--- src/rtl/des_round_scheduler.sv ---
// des_round_scheduler: iterative DES datapath, one Feistel round per clock edge.
// Ports: clk; rst (async, active high); in_valid/in_ready/in_block (64) accept a
//   block; key_idx (4) selects the subkey (48) returned combinationally the same
//   cycle; out_valid/out_ready/out_block (64) deliver the result; busy = not IDLE.
// Build option: define DES_DECRYPT_EN to add the decrypt input (reverse key order).

module initial_permutation (
    input  logic [63:0] blk_i,
    output logic [63:0] blk_o
);
    // DES source bit (1 = MSB) for output position i, MSB first
    function automatic int src(input int i);
        int row;
        int col;
        row = i / 8;
        col = i % 8;
        return ((row < 4) ? 58 + 2 * row : 57 + 2 * (row - 4)) - 8 * col;
    endfunction

    always_comb begin
        blk_o = '0;
        for (int i = 0; i < 64; i++) begin
            blk_o[6'(63 - i)] = blk_i[6'(64 - src(i))];
        end
    end
endmodule

module inv_permutation (
    input  logic [63:0] blk_i,
    output logic [63:0] blk_o
);
    function automatic int src(input int i);
        int row;
        int col;
        row = i / 8;
        col = i % 8;
        return ((row < 4) ? 58 + 2 * row : 57 + 2 * (row - 4)) - 8 * col;
    endfunction

    // Scatter through the forward table to undo it
    always_comb begin
        blk_o = '0;
        for (int i = 0; i < 64; i++) begin
            blk_o[6'(64 - src(i))] = blk_i[6'(63 - i)];
        end
    end
endmodule

module round (
    input  logic [31:0] l_i,
    input  logic [31:0] r_i,
    input  logic [47:0] k_i,
    input  logic        last_i,
    output logic [31:0] l_o,
    output logic [31:0] r_o
);
    // Each box: 64 nibbles, row-major, row = {b5,b0}, col = b4..b1
    localparam logic [255:0] SBOX [8] = '{
        256'hE4D12FB83A6C5907_0F74E2D1A6CB9538_41E8D62BFC973A50_FC8249175B3EA06D,
        256'hF18E6B34972DC05A_3D47F28EC01A69B5_0E7BA4D158C6932F_D8A13F42B67C05E9,
        256'hA09E63F51DC7B428_D709346A285ECBF1_D6498F30B12C5AE7_1AD069874FE3B52C,
        256'h7DE3069A1285BC4F_D8B56F03472C1AE9_A690CB7DF13E5284_3F06A1D8945BC72E,
        256'h2C417AB6853FD0E9_EB2C47D150FA3986_421BAD78F9C5630E_B8C71E2D6F09A453,
        256'hC1AF92680D34E75B_AF427C9561DE0B38_9EF528C3704A1DB6_432C95FABE17608D,
        256'h4B2EF08D3C975A61_D0B7491AE35C2F86_14BDC37EAF680592_6BD814A7950FE23C,
        256'hD2846FB1A93E50C7_1FD8A374C56B0E92_7B419CE206ADF358_21E74A8DFC90356B
    };
    localparam int P_TAB [32] = '{
        16, 7, 20, 21, 29, 12, 28, 17, 1, 15, 23, 26, 5, 18, 31, 10,
        2, 8, 24, 14, 32, 27, 3, 9, 19, 13, 30, 6, 22, 11, 4, 25
    };

    logic [47:0] e;
    logic [47:0] x;
    logic [31:0] s;
    logic [31:0] f;

    // Expansion: group g takes R bits 4g..4g+5 (1-based, wrapping)
    always_comb begin
        e = '0;
        for (int g = 0; g < 8; g++) begin
            for (int j = 0; j < 6; j++) begin
                e[6'(47 - 6 * g - j)] = r_i[5'(31 - (4 * g + j + 31) % 32)];
            end
        end
    end

    assign x = e ^ k_i;

    always_comb begin
        logic [5:0]   b;
        logic [255:0] t;
        b = '0;
        t = '0;
        s = '0;
        for (int g = 0; g < 8; g++) begin
            b = x[6'(47 - 6 * g) -: 6];
            t = SBOX[g] >> (4 * (63 - int'({b[5], b[0], b[4:1]})));
            s[5'(31 - 4 * g) -: 4] = t[3:0];
        end
    end

    always_comb begin
        f = '0;
        for (int i = 0; i < 32; i++) begin
            f[5'(31 - i)] = s[5'(32 - P_TAB[i])];
        end
    end

    // Final round skips the half swap so {L,R} feeds the output permutation directly
    always_comb begin
        if (last_i) begin
            l_o = l_i ^ f;
            r_o = r_i;
        end else begin
            l_o = r_i;
            r_o = l_i ^ f;
        end
    end
endmodule

module des_round_scheduler #(
    parameter int ROUNDS = 16
) (
    input  logic        clk,
    input  logic        rst,
    input  logic        in_valid,
    output logic        in_ready,
    input  logic [63:0] in_block,
    output logic [3:0]  key_idx,
    input  logic [47:0] subkey,
    output logic        out_valid,
    input  logic        out_ready,
    output logic [63:0] out_block,
    output logic        busy
`ifdef DES_DECRYPT_EN
    ,
    input  logic        decrypt
`endif
);
    typedef enum logic [1:0] {IDLE, RUN, DONE} state_e;

    localparam logic [3:0] LAST = 4'(ROUNDS - 1);

    state_e      state_q;
    logic [3:0]  cnt_q;
    logic [31:0] l_q;
    logic [31:0] r_q;
    logic [31:0] l_d;
    logic [31:0] r_d;
    logic [63:0] ip_blk;
    logic        out_valid_q;
    logic        busy_q;

    initial_permutation u_ip (
        .blk_i(in_block),
        .blk_o(ip_blk)
    );

    round u_round (
        .l_i   (l_q),
        .r_i   (r_q),
        .k_i   (subkey),
        .last_i(cnt_q == LAST),
        .l_o   (l_d),
        .r_o   (r_d)
    );

    inv_permutation u_fp (
        .blk_i({l_q, r_q}),
        .blk_o(out_block)
    );

    always_ff @(posedge clk or posedge rst) begin
        if (rst) begin
            state_q     <= IDLE;
            cnt_q       <= '0;
            l_q         <= '0;
            r_q         <= '0;
            out_valid_q <= 1'b0;
            busy_q      <= 1'b0;
        end else begin
            unique case (state_q)
                IDLE: begin
                    if (in_valid) begin
                        l_q     <= ip_blk[63:32];
                        r_q     <= ip_blk[31:0];
                        cnt_q   <= '0;
                        busy_q  <= 1'b1;
                        state_q <= RUN;
                    end
                end
                RUN: begin
                    l_q   <= l_d;
                    r_q   <= r_d;
                    cnt_q <= cnt_q + 4'd1;
                    if (cnt_q == LAST) begin
                        out_valid_q <= 1'b1;
                        state_q     <= DONE;
                    end
                end
                DONE: begin
                    if (out_ready) begin
                        out_valid_q <= 1'b0;
                        busy_q      <= 1'b0;
                        state_q     <= IDLE;
                    end
                end
                default: state_q <= IDLE;
            endcase
        end
    end

`ifdef DES_DECRYPT_EN
    logic dec_q;

    always_ff @(posedge clk or posedge rst) begin
        if (rst) begin
            dec_q <= 1'b0;
        end else if (state_q == IDLE && in_valid) begin
            dec_q <= decrypt;
        end
    end
`endif

    always_comb begin
        key_idx = 4'd0;
        if (state_q == RUN) begin
`ifdef DES_DECRYPT_EN
            key_idx = dec_q ? (LAST - cnt_q) : cnt_q;
`else
            key_idx = cnt_q;
`endif
        end
    end

    assign in_ready  = (state_q == IDLE) && !rst;
    assign out_valid = out_valid_q;
    assign busy      = busy_q;
endmodule

--- config.mk ---
export PLATFORM = sky130hd
export DESIGN_NAME = des_round_scheduler
export DESIGN_NICKNAME = d
export VERILOG_FILES = /design/src/rtl/des_round_scheduler.sv
export SDC_FILE = /design/constraint.sdc
export NUM_CORES = 1
export LEC_CHECK = 0
export ABC_AREA = 0
export CAP_MARGIN = 10
export CORE_MARGIN = 5
export CORE_UTILIZATION = 41
export DETAILED_ROUTE_END_ITERATION = 7
export GPL_TIMING_DRIVEN = 1
export PLACE_DENSITY = 0.82
export SETUP_SLACK_MARGIN = 0.05
export SYNTH_ARGS = -nofsm -noshare
export SYNTH_HDL_FRONTEND = slang
export SYNTH_SLANG_ARGS = --single-unit
--- constraint.sdc ---
create_clock -name clk -period 2.9 [get_ports clk]
set_clock_uncertainty 0.1 [all_clocks]
set_input_delay 0.58 -clock clk [delete_from_list [all_inputs] [get_ports clk]]
set_output_delay 0.58 -clock clk [all_outputs]
set_load 0.01 [all_outputs]
==> flow_summary.json <==
{
  "status": "complete, no violations",
  "worstPathRequired_ns": 2.97,
  "nets": 636,
  "via_count": 3013,
  "finalPower_mw": 4.26,
  "setup_ws_ns": 0.170,
  "cp-start-kind": "input port",
  "worst_pin_slew_ns": 0.706,
  "yosys-top-cells-area": "dfrtp_1, buf_4, ha_1",
  "start_util_pct": 42.3,
  "ys_seq_elements": 43,
  "p_leak_nw": 2.01,
  "grt_first_pass_wirelength_mm": 14.2,
  "synth_area_per_cell_um2": 8.50,
  "hold_ws_ns": 0.419,
  "port-buffer-count": 64,
  "rrSetupSlack_ns": 0.46,
  "syn_inst": 436,
  "max-slew-margin-rel_pct": 52.6,
  "hold_class": "flip-flop to flip-flop",
  "clk_latency_ns": 0.29,
  "grt_pass1_vias": 3079,
  "core_area_um2": 8760,
  "dp_hpwl_mm": 6.62,
  "die_h_um": 105,
  "seq_area_frac_synth_pct": 29.0,
  "place_ws_ns": -0.166,
  "post_cts_resized": 0,
  "drive_above_1_share_pct": 11.2,
  "synth_edf_count": 0,
  "crit_chain": "clkdlybuf4s50_1 -> xor2_1 -> buf_4 -> ha_1 -> mux2i_1 -> a22oi_1 -> a21bo_1 -> o211ai_2 -> xor2_1 -> o21ai_1",
  "setup_viol_count_final": 0,
  "worstSetupEndpointType": "flip-flop",
  "criticalPathCategory": "input port to flip-flop",
  "maxCapViolations": 0,
  "rows": 34,
  "place.gp.congestion": 0.860,
  "postCtsSetupBuffers": 0,
  "clk_pin_slew_worst_paths_ns": 0.07,
  "fin_util_pct": 50.0,
  "fmaxAchievable_ghz": 0.366,
  "drc_errors": 0,
  "die-area_um2": 11000,
  "power.density_nw_per_um2": 972,
  "cts_root_buf": "clkbuf_8",
  "gr-total-overflow": 0,
  "min_period_over_period_pct": 94.1,
  "synth.distinct_cells": 54,
  "rsz0062_at_grt": "no",
  "area.growth.synth_to_final_pct": 18.3,
  "diodes": 0,
  "ant_nets": 0,
  "first_pass_iters": 5,
  "yosys_warnings": 0,
  "wl_per_cell_um": 13.9,
  "ir_drop_uv": 501,
  "cp_slowest_stage_delay_ns": 0.47,
  "clockBufferDepth": 2,
  "post-route-min-period_ns": 2.73,
  "wirelength_mm": 8.46,
  "antenna_found_initial": 0,
  "cp_max_fo": 6,
  "yosysTopAreaCell": "dfrtp_1",
  "io_pins": 187,
  "synth_top_cell_area_share_pct": 29.0,
  "vias_per_cell": 4.96,
  "syn_area_um2": 3700,
  "final_hold_viol_count": 0,
  "slew_viol_final": 0,
  "numCtsBuffers": 5,
  "cts_tree": "yes",
  "drt_iter0_markers": 182,
  "synthArstFlopShare_pct": 100,
  "cts_hold_buf": 0,
  "cts.sinks": 43,
  "cp_slowest_cell": "clkdlybuf4s50_1",
  "grt_max_degree": 26,
  "crit_arrival_ns": 2.80,
  "die_x_um": 105,
  "grt.total_usage_pct": 15.0,
  "synth_ff_type": "dfrtp_1",
  "cp_common_cell": "xor2_1",
  "htree_levels": 2
}
==> final timing paths <==
path,depth (start not counted),to,start
min,2,l_q[29],r_q[29]
min reg2reg,2,l_q[29],r_q[29]
min in group asynchronous,2,r_q[22],rst
max,10,r_q[10],subkey[8]
max in group asynchronous,3,l_q[13],rst
max reg2reg,7,r_q[10],r_q[7]
==> layout make-up <==
| cell class | instances | area, um^2 |
|---|---|---|
| fill | 828 | 4380 |
| timing repair buffer | 92 | 863 |
| sequential | 43 | 1080 |
| tap | 108 | 135 |
| multi-input combinational | 342 | 2170 |
| inverter | 16 | 60.1 |
| clock buffer | 6 | 72.6 |
==> cells in the mapped netlist (2+ instances only) <==
cell / n
buf_4: 65
o211ai_1: 3
ha_1: 20
mux2_4: 2
xor2_1: 12
o2111ai_1: 2
a22oi_1: 5
inv_2: 4
and2_1: 6
nand2b_1: 2
dfrtp_1: 43
xnor2_1: 13
clkbuf_1: 11
a31oi_1: 13
xnor2_2: 3
a21oi_1: 16
mux2i_1: 16
a221oi_1: 2
inv_1: 12
mux2_1: 2
nand2_1: 62
o21ai_0: 22
o21ai_1: 14
a21o_1: 2
nor3_1: 11
buf_2: 4
nor2_1: 28
a211oi_1: 3
a32oi_1: 2
xor2_2: 2
nor2b_1: 3
nand3_1: 8
and3_1: 2
==> power breakdown <==
part / switching [mW] / internal, mW
combinational: 1.42 / 1.32
sequential: 0.284 / 0.880
clock: 0.184 / 0.160
==> critical path: cells and delay by family <==
family                     cells  cell delay [ns]
AOI/OAI and AO/OA              4             0.79
buffers and inverters          2             0.69
xor gates and xnor gates       2             0.48
adders and majority gates      1             0.17
muxes                          1             0.07
==> metal layers <==
metal | part of all wire (%) | track usage, % | vias to the layer above
li1 | - | - | 1492
met2 | 50 | 25.9 | 93
met5 | 0 | 0 | -
met4 | 1.1 | 3.74 | 0
met3 | 6.3 | 3.64 | 10
met1 | 42 | 18.7 | 1418
==> stage by stage <==
step / instances / setup TNS (ns) / area [um^2]
after CTS: 607 / 0 / 4380
after detailed placement: 601 / -0.668 / 4310
after global placement: 601 / -0.0240 / 4310
after floorplan: 483 / 0 / 3880
final: 607 / 0 / 4380
after global routing: 607 / 0 / 4380
==> cell families (layout without fill, tap and decap cells) <==
family                   after synthesis  count (layout)  synth area share, %
multiplexers                          22              22                 7.06
AND/OR/NAND/NOR                      126             126                 14.8
AO/OA/AOI/OAI                         95              95                 16.3
flip-flops                            43              43                 29.0
adder cells (fa/ha/maj)               20              20                 6.75
buffers and inverters                 98             114                 17.1
XOR/XNOR                              31              31                 8.85
other                                  1              48                0.101
==> cells in the final DEF (no fill, tap or decap), types with 2 or more instances in the layout <==
master,Yosys,routed
a22oi_1,5,5
clkbuf_8,1,5
xnor2_2,3,4
a221oi_1,2,2
xor2_2,2,2
mux2_1,2,2
dfrtp_1,43,43
nand3_1,8,8
buf_4,65,27
o2111ai_1,2,2
a32oi_1,2,2
ha_1,20,20
o21ai_0,22,22
a211oi_1,3,3
and2_1,6,6
o21ai_1,14,14
mux2_4,2,2
xnor2_1,13,12
nand2b_1,2,2
nand2_1,62,62
nor3_1,11,11
a21oi_1,16,16
mux2i_1,16,16
xor2_1,12,12
inv_2,4,4
conb_1,1,48
mux4_2,1,2
a31oi_1,13,13
inv_1,12,11
nor2b_1,3,3
clkdlybuf4s50_1,0,64
a21o_1,2,2
o211ai_1,3,3
and3_1,2,2
nor2_1,28,28
==> state kept, by name, indices dropped and copies added (netlist names) <==
name,count
busy,1
cnt_q,4
l_q,15
out_valid,1
r_q,20
state_q,2
Note: power is estimated with default switching activity, not from simulation.
